$ cat src/rtl/hdmi_packet_scheduler.sv
// Data-island packet arbiter: buffers audio frames, packs Audio Sample packets and
// chooses ACR / audio / InfoFrame / NULL once per packet slot.
module hdmi_packet_scheduler #(
    parameter int          NUM_CHANNELS     = 2,
    parameter int          SAMPLE_WIDTH     = 16,
    parameter int          FIFO_DEPTH       = 16,
    parameter int          NUM_INFOFRAMES   = 3,
    parameter logic [63:0] INFOFRAME_TYPES  = 64'h0000_0000_0083_8284,
    parameter int          INFOFRAME_PERIOD = 1,
    parameter int          FLUSH_CYCLES     = 2048
) (
    input  logic                                 clk_pixel,
    input  logic                                 reset,
    input  logic                                 video_field_end,
    input  logic                                 packet_enable,
    input  logic [4:0]                           packet_pixel_counter,
    input  logic                                 acr_toggle,
    input  logic                                 sample_strobe,
    input  logic [NUM_CHANNELS*SAMPLE_WIDTH-1:0] sample_word,
    output logic [7:0]                           packet_type,
    output logic [191:0]                         pkt_samples,
    output logic [3:0]                           pkt_present,
    output logic                                 pkt_layout,
    output logic [7:0]                           frame_counter,
    output logic                                 overflow
);

    localparam bit         LAYOUT1    = (NUM_CHANNELS > 2);
    localparam int         FW         = NUM_CHANNELS * SAMPLE_WIDTH;
    localparam int         AW         = $clog2(FIFO_DEPTH);
    localparam int         CW         = AW + 1;
    localparam int         IW         = $clog2(FLUSH_CYCLES + 1);
    localparam int         SHIFT      = 24 - SAMPLE_WIDTH;
    localparam int         MAX_POP    = LAYOUT1 ? 1 : 4;
    localparam logic [3:0] L1_PRESENT = 4'((1 << (NUM_CHANNELS / 2)) - 1);

    logic [FW-1:0]             fifo_mem [FIFO_DEPTH];
    logic [AW-1:0]             wr_ptr_q, wr_ptr_d, rd_ptr_q, rd_ptr_d;
    logic [CW-1:0]             count_q, count_d;
    logic [IW-1:0]             idle_q, idle_d;
    logic                      overflow_q, overflow_d;
    logic                      acr_hist_q, acr_hist_d, acr_init_q, acr_init_d;
    logic [3:0]                field_q, field_d;
    logic [NUM_INFOFRAMES-1:0] due_q, due_d;
    logic [7:0]                type_q, type_d;
    logic [191:0]              samples_q, samples_d;
    logic [3:0]                present_q, present_d;
    logic [7:0]                fc_q, fc_d;
    logic [2:0]                sent_q, sent_d;

    logic          push, full, idle_sat, acr_pending, audio_ok, if_found;
    logic [2:0]    pop_n, avail_n, if_sel;
    logic [FW-1:0] frame;
    logic [8:0]    fc_sum;

    always_comb begin
        full       = (count_q == CW'(FIFO_DEPTH));
        push       = sample_strobe && !full;
        overflow_d = overflow_q || (sample_strobe && full);
        idle_sat   = (idle_q == IW'(FLUSH_CYCLES));
        wr_ptr_d   = wr_ptr_q + AW'(push);
        if (push)
            idle_d = '0;
        else if (idle_sat)
            idle_d = idle_q;
        else
            idle_d = idle_q + 1'b1;

        // History is captured on the first cycle after reset so a stale toggle level is not an ACR request
        acr_init_d  = 1'b1;
        acr_hist_d  = acr_init_q ? acr_hist_q : acr_toggle;
        acr_pending = acr_init_q && (acr_toggle != acr_hist_q);

        field_d = field_q;
        due_d   = due_q;
        if (video_field_end) begin
            if (field_q + 4'd1 == 4'(INFOFRAME_PERIOD)) begin
                field_d = '0;
                due_d   = '1;
            end else begin
                field_d = field_q + 4'd1;
            end
        end

        if_found = 1'b0;
        if_sel   = '0;
        for (int i = NUM_INFOFRAMES - 1; i >= 0; i--) begin
            if (due_d[i]) begin
                if_found = 1'b1;
                if_sel   = 3'(i);
            end
        end

        if (LAYOUT1) begin
            avail_n  = 3'd1;
            audio_ok = (count_q != '0);
        end else begin
            avail_n  = (count_q >= CW'(4)) ? 3'd4 : 3'(count_q);
            audio_ok = (count_q >= CW'(4)) || ((count_q != '0) && idle_sat);
        end

        type_d    = type_q;
        samples_d = samples_q;
        present_d = present_q;
        sent_d    = sent_q;
        pop_n     = '0;
        frame     = '0;
        if (packet_enable) begin
            samples_d = '0;
            present_d = '0;
            sent_d    = '0;
            if (acr_pending) begin
                type_d     = 8'd1;
                acr_hist_d = acr_toggle;
            end else if (audio_ok) begin
                type_d = 8'd2;
                pop_n  = avail_n;
                sent_d = avail_n;
                // Frame i, channel c lands in 24-bit slot i*NUM_CHANNELS+c for both layouts
                for (int i = 0; i < MAX_POP; i++) begin
                    if (i < int'(pop_n)) begin
                        frame        = fifo_mem[rd_ptr_q + AW'(i)];
                        present_d[i] = 1'b1;
                        for (int c = 0; c < NUM_CHANNELS; c++)
                            samples_d[(i*NUM_CHANNELS + c)*24 +: 24] =
                                24'(frame[c*SAMPLE_WIDTH +: SAMPLE_WIDTH]) << SHIFT;
                    end
                end
                if (LAYOUT1)
                    present_d = L1_PRESENT;
            end else if (if_found) begin
                type_d = INFOFRAME_TYPES[{if_sel, 3'b000} +: 8];
                for (int i = 0; i < NUM_INFOFRAMES; i++)
                    if (3'(i) == if_sel)
                        due_d[i] = 1'b0;
            end else begin
                type_d = 8'd0;
            end
        end

        count_d  = count_q + CW'(push) - CW'(pop_n);
        rd_ptr_d = rd_ptr_q + AW'(pop_n);

        fc_sum = {1'b0, fc_q} + {6'b0, sent_q};
        fc_d   = fc_q;
        if (packet_pixel_counter == 5'd31 && type_q == 8'd2)
            fc_d = (fc_sum >= 9'd192) ? 8'(fc_sum - 9'd192) : fc_sum[7:0];
    end

    always_ff @(posedge clk_pixel or posedge reset) begin
        if (reset) begin
            wr_ptr_q   <= '0;
            rd_ptr_q   <= '0;
            count_q    <= '0;
            idle_q     <= '0;
            overflow_q <= 1'b0;
            acr_hist_q <= 1'b0;
            acr_init_q <= 1'b0;
            field_q    <= '0;
            due_q      <= '1;
            type_q     <= '0;
            samples_q  <= '0;
            present_q  <= '0;
            fc_q       <= '0;
            sent_q     <= '0;
        end else begin
            wr_ptr_q   <= wr_ptr_d;
            rd_ptr_q   <= rd_ptr_d;
            count_q    <= count_d;
            idle_q     <= idle_d;
            overflow_q <= overflow_d;
            acr_hist_q <= acr_hist_d;
            acr_init_q <= acr_init_d;
            field_q    <= field_d;
            due_q      <= due_d;
            type_q     <= type_d;
            samples_q  <= samples_d;
            present_q  <= present_d;
            fc_q       <= fc_d;
            sent_q     <= sent_d;
        end
    end

    always_ff @(posedge clk_pixel) begin
        if (push)
            fifo_mem[wr_ptr_q] <= sample_word;
    end

    assign packet_type   = type_q;
    assign pkt_samples   = samples_q;
    assign pkt_present   = present_q;
    assign pkt_layout    = LAYOUT1;
    assign frame_counter = fc_q;
    assign overflow      = overflow_q;

endmodule

$ cat config.mk
export PLATFORM = sky130hd
export DESIGN_NAME = hdmi_packet_scheduler
export DESIGN_NICKNAME = d
export VERILOG_FILES = /design/src/rtl/hdmi_packet_scheduler.sv
export SDC_FILE = /design/constraint.sdc
export NUM_CORES = 1
export LEC_CHECK = 0
export CAP_MARGIN = 10
export CORE_ASPECT_RATIO = 1.1
export CORE_MARGIN = 2
export CORE_UTILIZATION = 45
export DETAILED_ROUTE_END_ITERATION = 16
export GPL_ROUTABILITY_DRIVEN = 0
export PLACE_DENSITY_LB_ADDON = 0.05
export SYNTH_ARGS = -nofsm -noshare
export SYNTH_HDL_FRONTEND = slang
export SYNTH_SLANG_ARGS = --single-unit
$ cat constraint.sdc
create_clock -name clk_pixel -period 5.6 [get_ports clk_pixel]
set_input_delay 1.12 -clock clk_pixel [delete_from_list [all_inputs] [get_ports clk_pixel]]
set_output_delay 1.12 -clock clk_pixel [all_outputs]
set_load 0.02 [all_outputs]
==> results.json, run 1 <==
{
  "cts.path.max_buffers": 3,
  "fin_tns_setup_ns": 0,
  "min_to": "overflow",
  "synth_flop_cell": "edfxtp_1",
  "drive_gt1_share_pct": 22.8,
  "netlist.area_leader.share_pct": 39.0,
  "vias_per_cell": 6.66,
  "hold_buffers": 0,
  "grtUsageMet2_pct": 46.3,
  "status": "finished, final reports clean",
  "grt_start_max_net_pins": 144,
  "synth.distinct_cells": 63,
  "hold_viol_final": 0,
  "numCtsBuffers": 78,
  "r2r_end": "pkt_samples[176]",
  "crit_fanout": 102,
  "grt_pass1_vias": 27900,
  "core_area_um2": 86700,
  "endpoint_kind": "register",
  "routed_wl_um": 132000,
  "avgSynthCellArea_um2": 13.6,
  "hpwl_um": 78500,
  "dp_slack_ns": 1.20,
  "synthTopCellsByArea": "edfxtp_1 39%, mux4_2 26%, dfrtp_1 11%",
  "clock_sinks": 693,
  "period_needed_ns": 4.08,
  "hp-class": "reg2reg",
  "htree_levels": 3,
  "grt_pass1_wl_um": 193000,
  "vias": 28000,
  "setup_slack_ns": 1.52,
  "post_cts_buffers": 0,
  "path_cells": "inv_1, ha_4, buf_12, mux4_2, nand2_1, nand3_1, a32o_1",
  "stdcell_count": 4208,
  "place_inst": 4065,
  "p_per_area_nw_per_um2": 655,
  "fin_skew_ns": 0.0295,
  "antenna_found_initial": 3,
  "crit_type": "reg2reg",
  "slew_headroom_pct": 22.9,
  "rows": 113,
  "cts_tree": "yes",
  "drt-initial-drc-count": 3515,
  "maxSlewViolCount": 0,
  "fillers": 7157,
  "finalSetupViolCount": 0,
  "synth_cells": 2896,
  "clock.fmax_mhz": 245,
  "async_flop_share_pct": 26.1,
  "die_width_um": 286,
  "reg2reg_slack_ns": 1.52,
  "clock_latency_ns": 0.64,
  "synth-warning-count": 0,
  "tightest_slew_ns": 1.16,
  "arrival_ns": 4.59,
  "holdWs_ns": 0.479,
  "initial_core_util_pct": 45.5,
  "r2r_cells": 7,
  "dieArea_um2": 90000,
  "ios": 257,
  "rsz0062_at_grt": "no",
  "synth_area_um2": 39400,
  "ant_nets": 0,
  "busiest_layer": "met2",
  "wl_per_cell_um": 31.4,
  "slowest_stage": "ha_4",
  "first_pass_iters": 6,
  "ys_seq_area_share_pct": 50.5,
  "overflow": 0,
  "ir_drop_mv": 1.03,
  "cp-start-kind": "register",
  "cp_data_required_time_ns": 6.11,
  "area_growth_pct": 14.2,
  "leakage_nw": 15.7,
  "drv_cap": 0,
  "grt_use_met3_pct": 6.45,
  "drc_errors": 0,
  "cts_resized": 0,
  "finalCritPeriodShare_pct": 72.8,
  "synth_edf_count": 512,
  "cts_root_buf": "clkbuf_16",
  "portBuffers": 187,
  "die_h_um": 315,
  "gr-usage-all-layers_pct": 29.4,
  "synth_top_area_cell": "edfxtp_1",
  "ys_ff_latch": 693,
  "slowest_delay_ns": 1.08,
  "min_from": "overflow",
  "use_met1_pct": 40.0,
  "nNetsFinal": 3069,
  "path_clk_slew_ns": 0.06,
  "r2r_start": "rd_ptr_q[1]",
  "hold-path-cell-count": 1
}
## metal layers
metal,vias up,part of all wire [%]
met4,2,4.1
met5,-,0.0083
met3,355,10
li1,11400,-
met1,14500,39
met2,1753,47
## synth_stat cells (2+ instances only)
library cell,instances
mux4_2,449
conb_1,2
a32o_1,66
a21oi_1,109
or4_1,2
nand4_1,36
mux2i_1,34
ha_1,28
o2bb2ai_1,32
o32ai_1,31
nand2_1,595
or3_1,3
nor4_1,33
nor2_1,34
clkbuf_1,139
buf_8,2
nand3b_1,36
buf_1,21
fa_1,3
a21o_1,8
o41ai_1,2
inv_1,58
nand2b_1,7
dfstp_2,3
a31o_2,2
nand3_1,171
clkinv_1,33
xor2_1,12
mux2_2,3
o21ai_0,36
nor3_1,9
buf_2,59
xnor2_1,21
a211oi_1,2
o21ai_1,6
edfxtp_1,512
dfrtp_1,178
a31oi_1,4
inv_2,2
buf_4,76
and3_1,3
buf_6,11
nand4b_1,3
## final cells by class
class	count	area (um2)	area share, %
sequential	693	19900	44.2
clock inverter	43	541	1.20
clock buffer	99	2120	4.71
tap	1150	1440	3.19
antenna	1	2.50	0.00555
timing repair buffer	259	2540	5.65
multi-input combinational	1870	18100	40.2
inverter	93	355	0.789
## cell usage in the layout, fill, tap and decap left out, types with 15 or more instances in the layout
| cell type | count |
|---|---|
| buf_4 | 61 |
| nand2_1 | 592 |
| o2bb2ai_1 | 32 |
| clkbuf_1 | 15 |
| nand3_1 | 171 |
| nor2_1 | 18 |
| mux4_2 | 449 |
| o21ai_0 | 36 |
| mux2i_1 | 34 |
| conb_1 | 70 |
| clkinv_1 | 38 |
| clkdlybuf4s50_1 | 186 |
| xnor2_1 | 18 |
| clkbuf_16 | 81 |
| a32o_1 | 66 |
| dfrtp_1 | 174 |
| nand4_1 | 36 |
| edfxtp_1 | 512 |
| nor4_1 | 33 |
| nand3b_1 | 36 |
| ha_1 | 26 |
| clkinv_2 | 15 |
| nor2_4 | 16 |
| o32ai_1 | 31 |
| a21oi_1 | 108 |
| inv_1 | 57 |
## flip-flops by register name (all words and copies together), names as in the netlist
register / flops
fifo_mem: 512
pkt_samples: 128
idle_q: 12
frame_counter: 8
count_q: 5
field_q: 4
packet_type: 4
pkt_present: 4
rd_ptr_q: 4
wr_ptr_q: 4
due_q: 3
sent_q: 2
acr_hist_q: 1
acr_init_q: 1
overflow: 1
## worst max path at each step
stage	start	endpoint	slack, ns	cells past startpoint
6_report	rd_ptr_q[1]	pkt_samples[176]	1.52	7
5_1_grt	idle_q[0]	count_q[4]	1.40	15
4_1_cts	idle_q[0]	count_q[4]	1.58	15
3_5_place_dp	acr_toggle	count_q[4]	1.20	14
3_3_place_gp	acr_toggle	count_q[4]	1.15	14
2_1_floorplan	sample_strobe	fifo_mem[0][0]	1.38	3
## stage by stage
step | total power, mW | area, um2 | util, %
2_1_floorplan | 18.5 | 39700 | -
3_3_place_gp | 23.9 | 42400 | 48.9
3_5_place_dp | 24.0 | 42400 | 48.9
4_1_cts | 29.5 | 45100 | 52.0
5_1_grt | 30.9 | 45100 | 52.0
6_report | 29.5 | 45100 | 52.0
## power breakdown
group / total (mW) / leakage (nW) / internal (mW) / switching, mW
logic: 16.7 / 7.47 / 6.93 / 9.74
clock network: 5.41 / 1.30 / 3.25 / 2.17
registers: 7.43 / 6.92 / 6.47 / 0.953
## worst max-delay path: cells and delay by family, from the launching register on
kind,cells,cell delay (ns)
compound gates,1,0.33
fa+ha+maj,1,1.08
buf+inv,2,0.96
flops,1,0.85
mux,1,0.41
simple gates,2,0.21
## cell families (layout without fill, tap and decap cells)
family                   Yosys count  count (layout)  share of synthesized area [%]
AND/OR/NAND/NOR                  939             939                           10.5
adder cells (fa/ha/maj)           31              31                           1.04
other                              2              71                         0.0190
buffers and inverters            401             494                           4.99
multiplexers                     486             486                           26.6
flip-flops                       693             693                           50.5
AO/OA/AOI/OAI                    310             310                           5.62
XOR/XNOR                          34              34                          0.774
(Power assumes the default switching activity.)
==> run 2, diff against run 1 <==
==> constraint.sdc (replaced) <==
create_clock -name clk_pixel -period 3.6 [get_ports clk_pixel]
set_input_delay 0.72 -clock clk_pixel [delete_from_list [all_inputs] [get_ports clk_pixel]]
set_output_delay 0.72 -clock clk_pixel [all_outputs]
set_load 0.02 [all_outputs]
==> run 2 against run 1 <==
Setup slack lost 1.3 ns. Die area is the same. Via count is essentially flat. Largest cell class unchanged. Critical path type unchanged.
==> results.json, run 2 (synthesized netlist as in run 1, its figures left out) <==
{
  "swShare_pct": 43.5,
  "r2r_cells": 13,
  "final_common_cell": "nand2_1",
  "pwr-share-comb_pct": 57.5,
  "layout_common_cells": "592 x nand2_1, 512 x edfxtp_1, 449 x mux4_2",
  "fillers": 7199,
  "wl_per_cell_um": 31.4,
  "path_buf_inv": 3,
  "cp_data_required_time_ns": 4.12,
  "vias_per_cell": 6.60,
  "core_area_um2": 86700,
  "grt_pass1_wl_um": 194000,
  "period_needed_ns": 3.37,
  "dr_wl_met2_um": 62900,
  "cts_tree": "yes",
  "fin_skew_ns": 0.0221,
  "dieArea_um2": 90000,
  "p_seq_share_pct": 24.5,
  "drive_gt1_share_pct": 23.5,
  "slew_headroom_pct": 36.5,
  "fin_tns_setup_ns": 0,
  "dp_slack_ns": 0.132,
  "antenna_found_initial": 5,
  "vias": 28100,
  "nNetsFinal": 3107,
  "status": "finished, final reports clean",
  "finalSetupViolCount": 0,
  "rsz0062_at_grt": "no",
  "numCtsBuffers": 80,
  "finalCritPeriodShare_pct": 93.6,
  "cts.path.max_buffers": 3,
  "leakage_nw": 16.0,
  "overflow": 0,
  "drt-initial-drc-count": 3576,
  "ir_drop_mv": 1.97,
  "tightest_slew_ns": 0.952,
  "hold_viol_final": 0,
  "clock_sinks": 693,
  "area_growth_pct": 15.8,
  "crit_type": "reg2reg",
  "rows": 113,
  "arrival_ns": 3.89,
  "drc_errors": 0,
  "crit_fanout": 6,
  "top_layer": "met5",
  "die_width_um": 286,
  "slowest_stage": "or4_1",
  "hp-class": "in2async",
  "initial_core_util_pct": 45.5,
  "critPathMostFrequentCell": "inv_1",
  "routed_wl_um": 133000,
  "path_clk_slew_ns": 0.06,
  "dr_wl_met3_um": 12800,
  "cp.depth": 13,
  "p_switching_mw": 20.1,
  "post_cts_buffers": 0,
  "crit_family": "adder cells",
  "grt_start_max_net_pins": 121,
  "largest_reg_flops": 512,
  "grt_pass1_vias": 28200,
  "drv_cap": 0,
  "first_pass_iters": 6,
  "ios": 257,
  "hold_buffers": 0,
  "htree_levels": 3,
  "path_cells": "or4_1, o2111ai_1, a21oi_4, and3_1, ha_1, inv_1, ha_1, inv_1, fa_1, inv_1, a21o_1, a21oi_1, xor2_1",
  "p_per_area_nw_per_um2": 1010,
  "cts_resized": 0,
  "endpoint_kind": "register",
  "gr-usage-all-layers_pct": 29.7,
  "clock_latency_ns": 0.65,
  "top_register": "fifo_mem",
  "cts_root_buf": "clkbuf_16",
  "p_int_mw": 26.2,
  "die_h_um": 315,
  "multi_input_area_um2": 18100,
  "portBuffers": 187,
  "ant_nets": 0,
  "setup_slack_ns": 0.229,
  "clock.fmax_mhz": 297,
  "hpwl_um": 79800,
  "p_clk_share_pct": 18.0,
  "maxSlewViolCount": 0,
  "slowest_delay_ns": 0.56,
  "cp-start-kind": "register",
  "wl_met1_um": 51600,
  "seqCellArea_um2": 19900
}
[run 2: stage by stage]
stage | hold slack, ns | area (um2) | util (%) | instances | total power [mW]
after floorplan | 0.457 | 39700 | - | 2964 | 28.7
after global placement | 0.470 | 43000 | 49.6 | 4101 | 37.7
after detailed placement | 0.472 | 43000 | 49.6 | 4101 | 37.9
after CTS | 0.463 | 45700 | 52.7 | 4250 | 46.3
after global routing | 0.493 | 45700 | 52.7 | 4251 | 48.4
final | 0.459 | 45700 | 52.7 | 4252 | 46.3
[run 2: path summary, 6_finish.rpt]
kind / start / to / slack, ns
worst max register to register: count_q[0] / count_q[4] / 0.23
worst max-delay path: count_q[0] / count_q[4] / 0.23
worst min-delay path: reset / pkt_samples[111] / 0.46
max in group asynchronous: reset / pkt_samples[182] / 2.35
worst min register to register: pkt_samples[16] / pkt_samples[16] / 0.48
min in group clk_pixel: pkt_samples[16] / pkt_samples[16] / 0.48
[run 2: power by group through the flow]
stage / clock (mW) / combinational, mW / sequential [mW]
after global routing: 8.80 / 28.1 / 11.5
final: 8.34 / 26.6 / 11.3
after detailed placement: 0 / 26.4 / 11.5
after floorplan: 0 / 17.0 / 11.7
after CTS: 8.48 / 26.4 / 11.3
after global placement: 0 / 26.2 / 11.4
[run 2: area by class of cell]
type | count | share of cell area, %
sequential | 693 | 43.6
tap | 1150 | 3.15
clock inverter | 41 | 0.918
timing repair buffer | 295 | 6.96
antenna | 2 | 0.0110
inverter | 93 | 0.778
clock buffer | 108 | 4.91
multi-input combinational | 1870 | 39.7
[run 2: worst reg2reg max path: cells and delay by family (launching register included)]
kind	cells	cell delay [ns]
adder cells (fa/ha/maj)	3	0.90
AO/OA/AOI/OAI	4	0.79
AND/OR/NAND/NOR	2	0.78
flip-flops	1	0.47
buffers and inverters	3	0.20
XOR/XNOR	1	0.14
[run 2: layer usage]
layer  global-route usage [%]  up-vias
met5                        0        -
met4                     13.6        2
met3                     4.90      339
met2                     47.1     1673
met1                     40.6    14600
li1                         -    11500
==> run 3, diff against run 2 <==
--- a/config.mk
+++ b/config.mk
@@ -11,6 +11,7 @@
 export CORE_UTILIZATION = 45
 export DETAILED_ROUTE_END_ITERATION = 16
 export GPL_ROUTABILITY_DRIVEN = 0
+export MAX_ROUTING_LAYER = met4
 export PLACE_DENSITY_LB_ADDON = 0.05
 export SYNTH_ARGS = -nofsm -noshare
 export SYNTH_HDL_FRONTEND = slang
==> run 3 against run 2 <==
Via count increased by 0.36%. Clock skew down 0.00067 ns. Non-clock buffer count is the same. Hold slack worse by 0.00079 ns. Critical path depth did not move. Die area unchanged. Final cell count hardly changed. Sequential cell count stayed put.
==> results.json, run 3 (synthesized netlist as in run 1, its figures left out) <==
{
  "status": "finished, final reports clean",
  "pwr-share-comb_pct": 57.5,
  "clock.fmax_mhz": 297,
  "finalSetupViolCount": 0,
  "r2r_start": "count_q[0]",
  "layout_common_cells": "592 x nand2_1, 512 x edfxtp_1, 449 x mux4_2",
  "tightest_slew_ns": 0.956,
  "arrival_ns": 3.89,
  "slowest_stage": "or4_1",
  "crit_fanout": 6,
  "slowest_delay_ns": 0.55,
  "area_growth_pct": 15.8,
  "core_area_um2": 86700,
  "ant_nets": 0,
  "rows": 113,
  "cts_root_buf": "clkbuf_16",
  "fin_skew_ns": 0.0215,
  "cts_tree": "yes",
  "swShare_pct": 43.4,
  "antenna_found_initial": 5,
  "first_pass_iters": 6,
  "portBuffers": 187,
  "drive_gt1_share_pct": 23.5,
  "numCtsBuffers": 80,
  "largest_reg_flops": 512,
  "nNetsFinal": 3107,
  "drt-initial-drc-count": 3590,
  "p_clk_share_pct": 18.0,
  "critPathMostFrequentCell": "inv_1",
  "vias": 28200,
  "clock_latency_ns": 0.65,
  "p_int_mw": 26.2,
  "maxSlewViolCount": 0,
  "ir_drop_mv": 1.97,
  "path_cells": "or4_1, o2111ai_1, a21oi_4, and3_1, ha_1, inv_1, ha_1, inv_1, fa_1, inv_1, a21o_1, a21oi_1, xor2_1",
  "period_needed_ns": 3.37,
  "overflow": 0,
  "die_width_um": 286,
  "power_mw": 46.3,
  "drc_errors": 0,
  "slew_headroom_pct": 36.3,
  "wl_per_cell_um": 31.4,
  "fin_tns_setup_ns": 0,
  "path_clk_slew_ns": 0.06,
  "hp-class": "in2async",
  "final_common_cell": "nand2_1",
  "crit_type": "reg2reg",
  "vias_per_cell": 6.62,
  "p_switching_mw": 20.1,
  "gr-usage-all-layers_pct": 30.7,
  "rsz0062_at_grt": "no",
  "cts.path.max_buffers": 3,
  "die_h_um": 315,
  "post_cts_buffers": 0,
  "reg2reg_slack_ns": 0.23,
  "routed_wl_um": 133000,
  "top_register": "fifo_mem",
  "grt_pass1_vias": 28100,
  "hpwl_um": 79800,
  "htree_levels": 3,
  "leakage_nw": 16.0,
  "grt_start_max_net_pins": 121,
  "dieArea_um2": 90000,
  "hold_buffers": 0,
  "p_per_area_nw_per_um2": 1010,
  "ios": 257,
  "cp_data_required_time_ns": 4.12,
  "endpoint_kind": "register",
  "drv_cap": 0,
  "initial_core_util_pct": 45.5,
  "clock_sinks": 693,
  "p_seq_share_pct": 24.5,
  "cp-start-kind": "register",
  "finalCritPeriodShare_pct": 93.6,
  "r2r_end": "count_q[4]",
  "grt_pass1_wl_um": 194000,
  "r2r_cells": 13,
  "hold_viol_final": 0,
  "cts_resized": 0
}
-- run 3: cell types whose count changed in the layout (fill, tap and decap cells not counted), sizes merged --
cell	previous run	this run
diode	2	3
-- run 3: metal layers --
layer | global-route usage (%) | share of wire, % | vias up
li1 | - | - | 11500
met1 | 40.8 | 39 | 14600
met2 | 47.3 | 47 | 1739
met3 | 4.55 | 9.2 | 372
met4 | 13.3 | 4.6 | 0
met5 | - | 0 | -
-- run 3: layout make-up --
class / instances / area [um2]
clock inverters: 41 / 419
diodes: 3 / 7.51
clock buffers: 108 / 2240
fillers: 7202 / 41000
well taps: 1150 / 1440
multi-input cells: 1870 / 18100
inverters: 93 / 355
repair buffers: 295 / 3180
flip-flops and latches: 693 / 19900
-- run 3: power by group through the flow --
stage	clock network, mW	logic, mW	registers, mW
floorplan	0	17.0	11.7
global placement	0	26.2	11.4
detailed placement	0	26.4	11.5
CTS	8.48	26.4	11.3
global route	8.80	28.1	11.5
finish	8.33	26.6	11.4
-- run 3: worst max-delay path: cells and delay by family (launching register included) --
kind / cells / cell delay, ns
compound gates: 4 / 0.78
xor+xnor: 1 / 0.14
fa+ha+maj: 3 / 0.90
buf+inv: 3 / 0.20
flops: 1 / 0.47
simple gates: 2 / 0.77
-- run 3: worst max path at each step --
stage	startpoint	end	slack, ns	cells past startpoint
2_1_floorplan	frame_counter[0]	frame_counter[6]	0.39	12
3_3_place_gp	acr_toggle	count_q[4]	0.10	14
3_5_place_dp	acr_toggle	count_q[4]	0.13	14
4_1_cts	count_q[0]	count_q[4]	0.23	13
5_1_grt	frame_counter[0]	frame_counter[6]	0.05	11
6_report	count_q[0]	count_q[4]	0.23	13
-- run 3: through the flow --
stage                     cell area [um2]  instances  setup slack [ns]  util, %  hold slack, ns
final                               45700       4253             0.230     52.7           0.458
after global routing                45700       4253            0.0533     52.7           0.493
after CTS                           45700       4250             0.232     52.7           0.463
after detailed placement            43000       4101             0.132     49.6           0.472
after global placement              43000       4101             0.100     49.6           0.470
after floorplan                     39700       2964             0.394        -           0.457
